<file path="src/rtl/uart_pkg.sv">
// Shared UART definitions: default word width and parity-mode names
// used across uart_tx, uart_rx and the transmit FIFO.
package uart_pkg;

  localparam int UART_DATA_WIDTH = 8;

  localparam string PARITY_NONE = "NONE";
  localparam string PARITY_EVEN = "EVEN";
  localparam string PARITY_ODD  = "ODD";

endpackage

</file>
<file path="src/rtl/sync_fifo_mem.sv">
// DEPTH x DATA_WIDTH register file with one clocked write port and one
// asynchronous read port, used as FIFO storage. Contents are not reset.
module sync_fifo_mem #(
  parameter int DATA_WIDTH = 8,
  parameter int DEPTH      = 16,
  parameter int AW         = $clog2(DEPTH)
) (
  input  logic                  clk,
  input  logic                  i_we,
  input  logic [AW-1:0]         i_waddr,
  input  logic [DATA_WIDTH-1:0] i_wdata,
  input  logic [AW-1:0]         i_raddr,
  output logic [DATA_WIDTH-1:0] o_rdata
);

  logic [DATA_WIDTH-1:0] r_mem [DEPTH];

  // Write the incoming word into the addressed slot.
  always_ff @(posedge clk) begin
    if (i_we) r_mem[i_waddr] <= i_wdata;
  end

  assign o_rdata = r_mem[i_raddr];

endmodule

</file>
<file path="src/rtl/uart_tx_fifo.sv">
// First-word-fall-through FIFO between a host producer and uart_tx.
// State is just the two pointers; each carries an extra wrap bit so that
// full and empty are distinguishable without a separate counter.
module uart_tx_fifo
  import uart_pkg::*;
#(
  parameter int DATA_WIDTH  = UART_DATA_WIDTH,
  parameter int DEPTH       = 16,
  parameter int AFULL_LEVEL = 12
) (
  input  logic                       clk,
  input  logic                       rst_n,
  input  logic                       i_flush,
  input  logic                       i_vld,
  input  logic [DATA_WIDTH-1:0]      i_data,
  output logic                       o_rdy,
  output logic                       o_vld,
  output logic [DATA_WIDTH-1:0]      o_data,
  input  logic                       i_rdy,
  output logic [$clog2(DEPTH):0]     o_level,
  output logic                       o_afull,
  output logic                       o_empty
);

  localparam int AW = $clog2(DEPTH);
  localparam int PW = AW + 1;

  logic [PW-1:0] r_wr_ptr;
  logic [PW-1:0] r_rd_ptr;
  logic          w_full;
  logic          w_empty;
  logic          w_push;
  logic          w_pop;

  assign w_empty = (r_wr_ptr == r_rd_ptr);
  assign w_full  = (r_wr_ptr[AW-1:0] == r_rd_ptr[AW-1:0]) &&
                   (r_wr_ptr[AW] != r_rd_ptr[AW]);

  // Flush blocks acceptance in the same cycle so no word slips in.
  assign o_rdy   = !w_full && !i_flush;
  assign o_vld   = !w_empty;
  assign w_push  = i_vld && o_rdy;
  assign w_pop   = o_vld && i_rdy;

  assign o_level = r_wr_ptr - r_rd_ptr;
  assign o_afull = (o_level >= PW'(AFULL_LEVEL));
  assign o_empty = w_empty;

  // Advance pointers on handshakes; flush discards everything stored.
  always_ff @(posedge clk or negedge rst_n) begin
    if (!rst_n) begin
      r_wr_ptr <= '0;
      r_rd_ptr <= '0;
    end else if (i_flush) begin
      r_rd_ptr <= r_wr_ptr;
    end else begin
      if (w_push) r_wr_ptr <= r_wr_ptr + 1'b1;
      if (w_pop)  r_rd_ptr <= r_rd_ptr + 1'b1;
    end
  end

  sync_fifo_mem #(
    .DATA_WIDTH (DATA_WIDTH),
    .DEPTH      (DEPTH),
    .AW         (AW)
  ) u_mem (
    .clk     (clk),
    .i_we    (w_push),
    .i_waddr (r_wr_ptr[AW-1:0]),
    .i_wdata (i_data),
    .i_raddr (r_rd_ptr[AW-1:0]),
    .o_rdata (o_data)
  );

endmodule
</file>
<file path="config.mk">
export PLATFORM = sky130hd
export DESIGN_NAME = uart_tx_fifo
export DESIGN_NICKNAME = d
export VERILOG_FILES = /design/src/rtl/uart_pkg.sv /design/src/rtl/sync_fifo_mem.sv /design/src/rtl/uart_tx_fifo.sv
export SDC_FILE = /design/constraint.sdc
export NUM_CORES = 1
export LEC_CHECK = 0
export ABC_CLOCK_PERIOD_IN_PS = 3700
export BUFFER_PORTS_ARGS = -buffer_cell sky130_fd_sc_hd__buf_2
export CORE_MARGIN = 2
export CORE_UTILIZATION = 47
export CTS_CLUSTER_SIZE = 25
export DETAILED_ROUTE_END_ITERATION = 10
export PLACE_DENSITY = 0.75
export SYNTH_ARGS = -nofsm -noshare
export SYNTH_HDL_FRONTEND = slang
export SYNTH_SLANG_ARGS = --single-unit
export TNS_END_PERCENT = 30
</file>
<file path="constraint.sdc">
create_clock -name clk -period 3.7 [get_ports clk]
set_clock_uncertainty 0.05 [all_clocks]
set_input_delay 0.74 -clock clk [delete_from_list [all_inputs] [get_ports clk]]
set_output_delay 0.74 -clock clk [all_outputs]
set_load 0.01 [all_outputs]
</file>
==> results of run 1 <==
## state kept, by name (all words and copies together) (netlist names)
signal	count
u_mem.r_mem	128
r_rd_ptr	5
r_wr_ptr	5
## critical path, stage by stage (launching register included)
cell and delay, ns:
dfrtp_2 0.65, buf_4 0.28, mux4_1 0.56, a22o_1 0.25
a221o_1 0.28, buf_2 0.15
## per-layer routing
layer	vias up	share of wire	wire [um]
li1	1290	-	-
met1	1519	0.44	4700
met2	110	0.50	5360
met3	7	0.059	639
met4	0	0.0088	95
met5	-	0	0
## metrics by stage
stage	area, um^2	total power, W
CTS	6610	0.00528
floorplan	5760	0.00316
global placement	6010	0.00351
finish	6610	0.00524
detailed placement	6010	0.00355
global route	6610	0.00547
## power by group through the flow
stage / logic [W] / registers [W] / clock network, W
global placement: 0.00151 / 0.00200 / 0
global route: 0.00168 / 0.00200 / 0.00180
finish: 0.00155 / 0.00198 / 0.00171
CTS: 0.00156 / 0.00198 / 0.00174
floorplan: 0.00125 / 0.00192 / 0
detailed placement: 0.00154 / 0.00201 / 0
## synth_stat cells, drive strengths merged, types with 3 or more instances
master	n	area [um^2]
inv	9	33.8
dfrtp	10	250
a221o	8	80.1
xnor2	7	61.3
buf	9	88.8
a21oi	3	15.0
nor3	4	20.0
a22o	8	70.1
edfxtp	128	3840
ha	9	113
o21ai	7	35.0
nand2	10	37.5
nand4	3	18.8
nor2	15	56.3
clkbuf	3	41.3
xor2	4	35.0
mux4	32	792
## layout make-up
type | instances | area (um^2) | share of cell area
clock inverter | 13 | 178 | 0.0269
timing repair buffer | 37 | 205 | 0.0310
tap | 147 | 184 | 0.0278
inverter | 9 | 33.8 | 0.00511
multi-input combinational | 130 | 1490 | 0.226
sequential | 138 | 4100 | 0.619
clock buffer | 17 | 425 | 0.0643
## worst paths after layout
check / start / to / cells after the start
min in group clk: r_wr_ptr[4] / r_wr_ptr[4] / 1
max: r_rd_ptr[1] / o_data[2] / 5
max reg2reg: r_rd_ptr[1] / u_mem.r_mem[11][4] / 5
min reg2reg: r_wr_ptr[4] / r_wr_ptr[4] / 1
min: rst_n / r_wr_ptr[2] / 1
max in group asynchronous: rst_n / r_rd_ptr[1] / 1
## cells by family (layout without fill, tap and decap cells)
| group | Yosys count | count (layout) | share of synthesized area |
|---|---|---|---|
| flip-flops | 138 | 138 | 0.711 |
| buffers and inverters | 22 | 76 | 0.0302 |
| multiplexers | 32 | 32 | 0.138 |
| AND/OR/NAND/NOR | 42 | 42 | 0.0348 |
| XOR/XNOR | 11 | 11 | 0.0167 |
| adder cells (fa/ha/maj) | 10 | 10 | 0.0230 |
| AO/OA/AOI/OAI | 35 | 35 | 0.0469 |
==> results by group, run 1 <==
Placement
  • IO buf count: 29
  • Gp weighted congestion: 0.799
  • Post-Place Cells: 461
  • Post-placement setup slack: 0.673 ns
  • Dpl hpwl: 6.87 mm

Cells and area
  • Final Util: 0.553
  • Commonest non-fill, non-tap cell in the layout: edfxtp_1
  • Share of cells above drive strength 1: 0.241
  • Nets: 356
  • Area grow syn2layout: 14.8%
  • # fillers: 865
  • N_diodes: 0
  • Final Non-Filler Cells: 491
  • Highest-count cells in the layout ignoring fill and taps: 128 x edfxtp_1, 29 x buf_2, 19 x mux4_1

Routing
  • DR iter-0 viols: 297
  • DR DRC count: 0
  • Vias: 2926
  • Post-route ant nets: 0
  • WL/cell: 22.0 um
  • Vias/cell: 5.96
  • Final WL: 10.8 mm
  • Detailed Routing Iterations Pass 1: 5

Global route
  • Vias in the first global route: 2902
  • Total track usage: 0.176
  • Met2 Track Usage GR: 0.275
  • Largest net degree at the start of global routing: 35
  • Grt ovf: 0
  • Met1 usage: 0.239
  • Initial antenna violation count: 0
  • Busiest metal layer after global routing: met2
  • First-pass GRT wire length: 16.5 mm
  • GR Util met3: 0.0466

Timing
  • RSZ-0062 raised after global routing: false
  • Final number of max-transition violations: 0
  • Fmax: 0.296 GHz
  • Setup Total Neg Slack: 0 ns
  • Slew @ Worst Pin: 0.997 ns
  • Fin crit share: 0.913
  • Max-slew headroom: 0.333
  • Final Worst Setup Slack: 0.321 ns
  • Final setup fails: 0
  • Tmin final: 3.38 ns
  • Hold_ws: 0.132 ns
  • Number of hold violations in the final report: 0

Clock tree
  • Cts bufs inserted: 17
  • Number of setup buffers added after CTS: 0
  • Post-CTS Resized: 0
  • Clk root buf: clkbuf_16
  • H-tree depth: 4
  • CTS tree: built
  • Hold Buf Count CTS: 0
  • Num Clock Sinks: 138
  • Worst-path clk slew: 0.06 ns
  • Deepest clock path buffer count: 2
  • Clk_lat worst skew: 0.41 ns

Outcome
  • Status: finished, final reports clean

Power
  • Peak supply drop: 299 uV
  • Sequential Power Share: 0.377
  • Clock power share: 0.327
  • Net Sw Frac: 0.297
  • Gate power share: 0.296
  • Pwr per Cell Area: 793 mW/mm^2
  • P_sw: 0.00156 W
  • Internal: 0.00369 W
  • Leak Pwr: 2.32 nW

Setup path
  • CP Data Arrival Time: 2.59 ns
  • Endpoint class of the critical path: output port
  • Setup Crit Path Kind: register to output port
  • Worst reg-to-reg setup slack: 0.68 ns
  • CP Data Required Time: 2.91 ns
  • Critical-path maximum fanout: 16
  • Worst setup SP type: register

Die
  • Initial Utilization: 0.481
  • Top Ports: 30
  • FP Rows: 40
  • DIE WIDTH: 115 um
  • Die area: 0.0132 mm^2
  • Die height: 115 um
  • CORE AREA: 0.0120 mm^2

Yosys
  • Library cells used by synthesis: 38
  • Seq cells post-synth: 138
  • Main synth FF type: edfxtp_1
  • Post-synth EDFFs: 128
  • Synth Instances: 290
  • Async SR Flop Fraction: 0.0725
  • Syn Nets: 313
  • Mean area per synthesized cell: 19.9 um^2
  • Synthesis Warnings: 0
  • Sequential fraction of the synthesis area: 0.711
  • Mapped cell area: 0.00576 mm^2

Run
  • Max-cap violations: 0

Min path
  • Worst Hold Class: input pin to async pin
(Power assumes the default switching activity.)
==> run 2, diff against run 1 <==
- ABC_AREA: unset -> 1
==> run 2 against run 1 <==
Compared with the run above:
- non-clock buffer count fell by 2
- routed wire length rose by 37%
- critical path depth rose by 4
- sequential power fell by 4%
- flip-flop and latch count did not move
- utilization fell by 1.1 points
- via count rose by 59%
- combinational power rose by 30%
- clock-buffer cell count rose by 1
==> results by group, run 2 <==
Outcome
  • Status: finished, final reports clean

Routing
  • DR iter-0 viols: 457 (+54%)
  • DR DRC count: 0 (unchanged)
  • WL/cell: 16.1 um (-27%)
  • Final WL: 14.8 mm (+37%)
  • Vias/cell: 5.07 (-15%)
  • Vias: 4664 (+59%)
  • Post-route ant nets: 0 (unchanged)
  • Detailed Routing Iterations Pass 1: 5 (unchanged)

Cells and area
  • Nets: 750 (+110%)
  • Final Non-Filler Cells: 920 (+87%)
  • Final Util: 0.542 (-0.0108)
  • Commonest non-fill, non-tap cell in the layout: nand2_1
  • Flip-flop and latch area: 0.00410 mm^2 (unchanged)
  • Area grow syn2layout: 13.7%
  • Max reg flops: 128 (unchanged)
  • # fillers: 1190 (+38%)
  • Share of cells above drive strength 1: 0.0973 (-0.144)
  • Area of the multi-input gates: 0.00179 mm^2 (+20%)
  • N_diodes: 0 (unchanged)
  • Most flop-heavy register: u_mem.r_mem
  • Cell area after layout: 0.00744 mm^2 (+12%)
  • Top flop regs: u_mem.r_mem x128, r_rd_ptr x5, r_wr_ptr x5
  • Highest-count cells in the layout ignoring fill and taps: 247 x nand2_1, 134 x inv_1, 128 x edfxtp_1

Timing
  • Tmin final: 3.17 ns (-0.212 ns)
  • Fmax: 0.316 GHz (+6.7%)
  • Hold_ws: 0.145 ns (+0.0134 ns)
  • Final setup fails: 0 (unchanged)
  • Slew @ Worst Pin: 0.704 ns (-0.293 ns)
  • Max-slew headroom: 0.531 (+0.197)
  • RSZ-0062 raised after global routing: false
  • Fin crit share: 0.856 (-0.0573)
  • Setup Total Neg Slack: 0 ns (unchanged)
  • Final number of max-transition violations: 0 (unchanged)
  • Number of hold violations in the final report: 0 (unchanged)

Setup path
  • Setup Crit Path Kind: register to output port
  • Cell mode on critical path: nand2_1
  • Worst setup SP type: register
  • Max stage delay on crit path: 0.50 ns (-0.15 ns)
  • Critical-path maximum fanout: 36 (+20)
  • Crit path buffers/inverters: 3 (+1)
  • Crit path max-delay cell type: inv_2
  • Endpoint class of the critical path: output port
  • CP Data Arrival Time: 2.38 ns (-0.21 ns)
  • Largest delay share family, worst path: buffers and inverters
  • CP Data Required Time: 2.91 ns (about the same)
  • CP Cell Sequence: inv_2 -> buf_4 -> nand2_1 -> nand2_1 -> nand2_1 -> nand3_1 -> nand3_1 -> nand2_1 -> buf_2

Yosys
  • Post-synth top area cell: edfxtp_1
  • Syn Nets: 725 (+130%)
  • Synth Instances: 702 (+140%)
  • Main synth FF type: edfxtp_1
  • Post-synth EDFFs: 128 (unchanged)
  • Mapped cell area: 0.00654 mm^2 (+14%)
  • Sequential fraction of the synthesis area: 0.626 (-0.0849)
  • Synth top area cells: edfxtp_1 59%, nand2_1 14%, inv_1 7.7%, nand3_1 7.2%, dfrtp_1 3.8%
  • Synth cell count leaders: 247 x nand2_1, 134 x inv_1, 128 x edfxtp_1
  • Async SR Flop Fraction: 0.0725 (unchanged)
  • Mean area per synthesized cell: 9.32 um^2 (-53%)
  • Synthesis Warnings: 0 (unchanged)
  • Share of the synthesized area in the top cell type: 0.588 (-0.0797)
  • Seq cells post-synth: 138 (unchanged)
  • Most frequent cell after synthesis: nand2_1
  • Library cells used by synthesis: 25 (-34%)

Die
  • CORE AREA: 0.0137 mm^2 (+15%)
  • Die height: 122 um (+6.3%)
  • DIE WIDTH: 122 um (+6.3%)
  • Top Ports: 30 (unchanged)
  • Initial Utilization: 0.477 (-0.00479)
  • Die area: 0.0149 mm^2 (+13%)
  • FP Rows: 43 (+7.5%)

Placement
  • IO buf count: 29 (unchanged)
  • Post-Place Cells: 888 (+93%)
  • Post-DP Area: 0.00681 mm^2 (+13%)
  • Dpl hpwl: 9.34 mm (+36%)
  • Gp weighted congestion: 0.888 (+11%)

Global route
  • First-pass GRT wire length: 23.6 mm (+43%)
  • Initial antenna violation count: 0 (unchanged)
  • GR Util met3: 0.0492 (+0.00257)
  • Grt ovf: 0 (unchanged)
  • Met1 usage: 0.305 (+0.0656)
  • Largest net degree at the start of global routing: 68 (+94%)
  • Total track usage: 0.216 (+0.0403)
  • Vias in the first global route: 4441 (+53%)
  • Busiest metal layer after global routing: met2
  • Met2 Track Usage GR: 0.326 (+0.0504)

Min path
  • Worst Hold Class: input pin to async pin

Clock tree
  • Deepest clock path buffer count: 2 (unchanged)
  • Clk_lat worst skew: 0.41 ns (about the same)
  • CTS tree: built
  • Number of setup buffers added after CTS: 0 (unchanged)
  • Clk root buf: clkbuf_16
  • Worst-path clk slew: 0.06 ns (about the same)
  • Num Clock Sinks: 138 (unchanged)
  • Post-CTS Resized: 0 (unchanged)
  • H-tree depth: 4 (unchanged)
  • Cts bufs inserted: 17 (unchanged)
  • Hold Buf Count CTS: 0 (unchanged)

Power
  • Leak Pwr: 3.38 nW (+45%)
  • Peak supply drop: 639 uV (+110%)
  • Pwr per Cell Area: 763 mW/mm^2 (-3.7%)

Run
  • Max-cap violations: 0 (unchanged)
==> run 2: cell types whose count changed after synthesis, sizes merged, moves of 8 or more <==
cell / change
nand3: +94
a22o: -8
mux4: -32
nand2: +241
inv: +126
a221o: -8
buf: +12
==> run 2: per-stage QoR <==
stage	setup slack, ns	power (W)
4_1_cts	0.556	0.00567
2_1_floorplan	1.18	0.00325
5_1_grt	0.360	0.00601
6_report	0.533	0.00567
3_3_place_gp	0.744	0.00387
3_5_place_dp	0.658	0.00389
==> run 2: layer usage <==
metal / part of all wire / vias up / routed length [um]
li1: - / 2259 / -
met1: 0.44 / 2154 / 6550
met2: 0.46 / 212 / 6760
met3: 0.075 / 39 / 1110
met4: 0.024 / 0 / 351
met5: 0 / - / 0
==> run 2: path summary, 6_finish.rpt <==
path | startpoint | endpoint | slack (ns) | cells after the start
min reg2reg | r_rd_ptr[3] | r_rd_ptr[3] | 0.51 | 2
max in group asynchronous | rst_n | r_rd_ptr[0] | 3.22 | 1
min in group clk | r_rd_ptr[3] | r_rd_ptr[3] | 0.51 | 2
max | r_rd_ptr[0] | o_data[0] | 0.53 | 9
max reg2reg | r_rd_ptr[2] | u_mem.r_mem[4][3] | 0.62 | 7
min | rst_n | r_wr_ptr[0] | 0.15 | 1
==> run 2: report_power, final <==
part	switching, W	internal [W]	leakage, nW
combinational	0.00136	0.000642	1.81
clock	0.000633	0.00113	0.291
sequential	0.0000974	0.00181	1.28
total	0.00209	0.00358	3.38
==> run 2: kinds of logic (layout without fill, tap and decap cells) <==
| kind of cell | count (synthesis) | count (layout) | share of synthesized area |
|---|---|---|---|
| compound gates | 8 | 8 | 0.00650 |
| xor+xnor | 6 | 6 | 0.00804 |
| fa+ha+maj | 10 | 10 | 0.0203 |
| buf+inv | 165 | 203 | 0.100 |
| flops | 138 | 138 | 0.626 |
| simple gates | 375 | 375 | 0.239 |
==> run 2: layout make-up <==
type	count	area share
tap	180	0.0303
clock inverter	14	0.0261
sequential	138	0.551
inverter	136	0.0687
timing repair buffer	35	0.0256
clock buffer	18	0.0577
multi-input combinational	399	0.241
==> run 3, diff against run 2 <==
- CTS_CLUSTER_DIAMETER: unset -> 100
- SYNTH_HIERARCHICAL: unset -> 1
==> run 3 against run 2 <==
Compared with the run above:
- sequential power barely moved
- synthesized cell count down 5.4%
- largest cell class unchanged
- power is 3.3% lower
- critical path depth decreased by 2
- critical endpoint is now o_data[6]
- register-to-register slack improved by 0.29 ns
==> results by group, run 3 <==
Timing
  • Number of hold violations in the final report: 0 (unchanged)
  • Slew @ Worst Pin: 0.750 ns (+0.0458 ns)
  • Final setup fails: 0 (unchanged)
  • Tmin final: 3.04 ns (-0.127 ns)
  • RSZ-0062 raised after global routing: false
  • Fin crit share: 0.821 (-0.0344)
  • Setup Total Neg Slack: 0 ns (unchanged)
  • Max-slew headroom: 0.498 (-0.0324)
  • Fmax: 0.329 GHz (+4.2%)
  • Final number of max-transition violations: 0 (unchanged)

Power
  • Leak Pwr: 3.25 nW (-3.7%)
  • Pwr per Cell Area: 750 mW/mm^2 (-1.7%)
  • Peak supply drop: 689 uV (+7.9%)

Clock tree
  • H-tree depth: 4 (unchanged)
  • Worst-path clk slew: 0.06 ns (about the same)
  • Cts bufs inserted: 17 (unchanged)
  • Clk root buf: clkbuf_16
  • Deepest clock path buffer count: 2 (unchanged)
  • Post-CTS Resized: 0 (unchanged)
  • CTS tree: built
  • Clk_lat worst skew: 0.42 ns (about the same)
  • Num Clock Sinks: 138 (unchanged)
  • Number of setup buffers added after CTS: 0 (unchanged)
  • Hold Buf Count CTS: 0 (unchanged)

Die
  • DIE WIDTH: 121 um (-0.54%)
  • Die height: 121 um (-0.54%)
  • CORE AREA: 0.0133 mm^2 (-2.7%)
  • Top Ports: 30 (unchanged)
  • Die area: 0.0147 mm^2 (-1.1%)
  • Initial Utilization: 0.485 (+0.00783)
  • FP Rows: 42 (-2.3%)

Yosys
  • Synth cell count leaders: 219 x nand2_1, 128 x edfxtp_1, 114 x inv_1
  • Post-synth EDFFs: 128 (unchanged)
  • Mapped cell area: 0.00647 mm^2 (-1.1%)
  • Library cells used by synthesis: 25 (unchanged)
  • Sequential fraction of the synthesis area: 0.633 (+0.00702)
  • Synth Instances: 664 (-5.4%)
  • Synth top area cells: edfxtp_1 59%, nand2_1 13%, nand3_1 8.6%, inv_1 6.6%, dfrtp_1 3.9%
  • Mean area per synthesized cell: 9.74 um^2 (+4.5%)
  • Main synth FF type: edfxtp_1
  • Share of the synthesized area in the top cell type: 0.594 (+0.00659)
  • Most frequent cell after synthesis: nand2_1
  • Async SR Flop Fraction: 0.0725 (unchanged)
  • Post-synth top area cell: edfxtp_1
  • Seq cells post-synth: 138 (unchanged)
  • Syn Nets: 684 (-5.7%)
  • Synthesis Warnings: 6 (+6)

Setup path
  • Setup Crit Path Kind: register to output port
  • CP Data Arrival Time: 2.25 ns (-0.13 ns)
  • Worst reg-to-reg setup slack: 0.91 ns (+0.29 ns)
  • Critical-path maximum fanout: 32 (-11%)
  • Worst setup SP type: register
  • Crit path max-delay cell type: inv_2
  • CP Data Required Time: 2.91 ns (about the same)
  • Cell mode on critical path: nand3_1
  • Endpoint class of the critical path: output port
  • CP Cell Sequence: buf_4 -> inv_2 -> nand3_1 -> nand3_1 -> nand3_1 -> nand2_1 -> buf_2
  • Max stage delay on crit path: 0.48 ns (-0.02 ns)

Routing
  • WL/cell: 16.2 um (+0.83%)
  • Post-route ant nets: 0 (unchanged)
  • Final WL: 14.3 mm (-3.4%)
  • Vias/cell: 5.21 (+2.9%)
  • DR iter-0 viols: 721 (+58%)
  • Detailed Routing Iterations Pass 1: 6 (+1)
  • Vias: 4594 (-1.5%)
  • DR DRC count: 0 (unchanged)

Placement
  • Gp weighted congestion: 0.916 (+3.1%)
  • IO buf count: 29 (unchanged)
  • Dpl hpwl: 9.07 mm (-2.9%)

Cells and area
  • # fillers: 1145 (-3.8%)
  • Share of cells above drive strength 1: 0.108 (+0.0105)
  • Flip-flop and latch area: 0.00410 mm^2 (unchanged)
  • Max reg flops: 128 (unchanged)
  • Area of the multi-input gates: 0.00175 mm^2 (-2.6%)
  • Most flop-heavy register: u_mem/r_mem
  • Final Util: 0.548 (+0.00581)
  • N_diodes: 0 (unchanged)
  • Highest-count cells in the layout ignoring fill and taps: 219 x nand2_1, 128 x edfxtp_1, 114 x inv_1
  • Commonest non-fill, non-tap cell in the layout: nand2_1
  • Area grow syn2layout: 13.1%
  • Top flop regs: u_mem/r_mem x128, r_rd_ptr x5, r_wr_ptr x5
  • Nets: 712 (-5.1%)

Global route
  • Total track usage: 0.203 (-0.0130)
  • Grt ovf: 0 (unchanged)
  • Vias in the first global route: 4275 (-3.7%)
  • First-pass GRT wire length: 22.1 mm (-6.3%)
  • Largest net degree at the start of global routing: 65 (-4.4%)
  • Initial antenna violation count: 0 (unchanged)

Outcome
  • Status: finished, final reports clean

Min path
  • Worst Hold Class: input pin to async pin

Run
  • Max-cap violations: 0 (unchanged)
-- run 3: logic make-up after synthesis --
group,count (synthesis),share of synthesized area
XOR/XNOR,4,0.00542
AND/OR/NAND/NOR,368,0.247
AO/OA/AOI/OAI,4,0.00310
buffers and inverters,143,0.0971
adder cells (fa/ha/maj),7,0.0147
flip-flops,138,0.633
-- run 3: final timing paths --
| kind | start | cells past startpoint | endpoint |
|---|---|---|---|
| worst min-delay path | rst_n | 1 | r_wr_ptr[1] |
| worst min register to register | r_wr_ptr[4] | 2 | r_wr_ptr[4] |
| max in group asynchronous | rst_n | 1 | r_rd_ptr[0] |
| min in group clk | r_wr_ptr[4] | 2 | r_wr_ptr[4] |
| worst max-delay path | r_rd_ptr[1] | 7 | o_data[6] |
| worst max register to register | r_rd_ptr[3] | 10 | u_mem/r_mem[4][6] |
-- run 3: routing by layer --
layer,GRT usage,up-vias,part of all wire
met4,0.0783,0,0.017
met2,0.329,206,0.48
li1,-,2202,-
met5,0,-,0
met3,0.0517,17,0.083
met1,0.264,2169,0.42
-- run 3: metrics by stage --
stage	instance area (um^2)	hold WS, ns	std cells	total power (W)	setup WS (ns)
floorplan	6470	0.394	664	0.00324	1.31
global placement	6710	0.558	849	0.00372	1.11
detailed placement	6710	0.551	849	0.00377	0.997
CTS	7310	0.129	881	0.00548	0.682
global route	7310	0.133	881	0.00578	0.540
finish	7310	0.136	881	0.00548	0.661
-- run 3: cell type report --
cell class | instances | share of cell area
Clock inverter | 15 | 0.0246
Tap cell | 176 | 0.0301
Sequential cell | 138 | 0.560
Timing Repair Buffer | 36 | 0.0287
Multi-Input combinational cell | 383 | 0.239
Clock buffer | 17 | 0.0582
Inverter | 116 | 0.0595
-- run 3: critical path, delay by kind of cell (launching register included) --
kind	cells	cell delay (ns)
buffers and inverters	3	0.82
AND/OR/NAND/NOR	4	0.60
flip-flops	1	0.39
-- run 3: power by group --
part           switching, W  internal (W)  total [W]
clock              0.000603       0.00111    0.00172
sequential        0.0000877       0.00180    0.00188
combinational       0.00126      0.000628    0.00188
total               0.00195       0.00354    0.00548
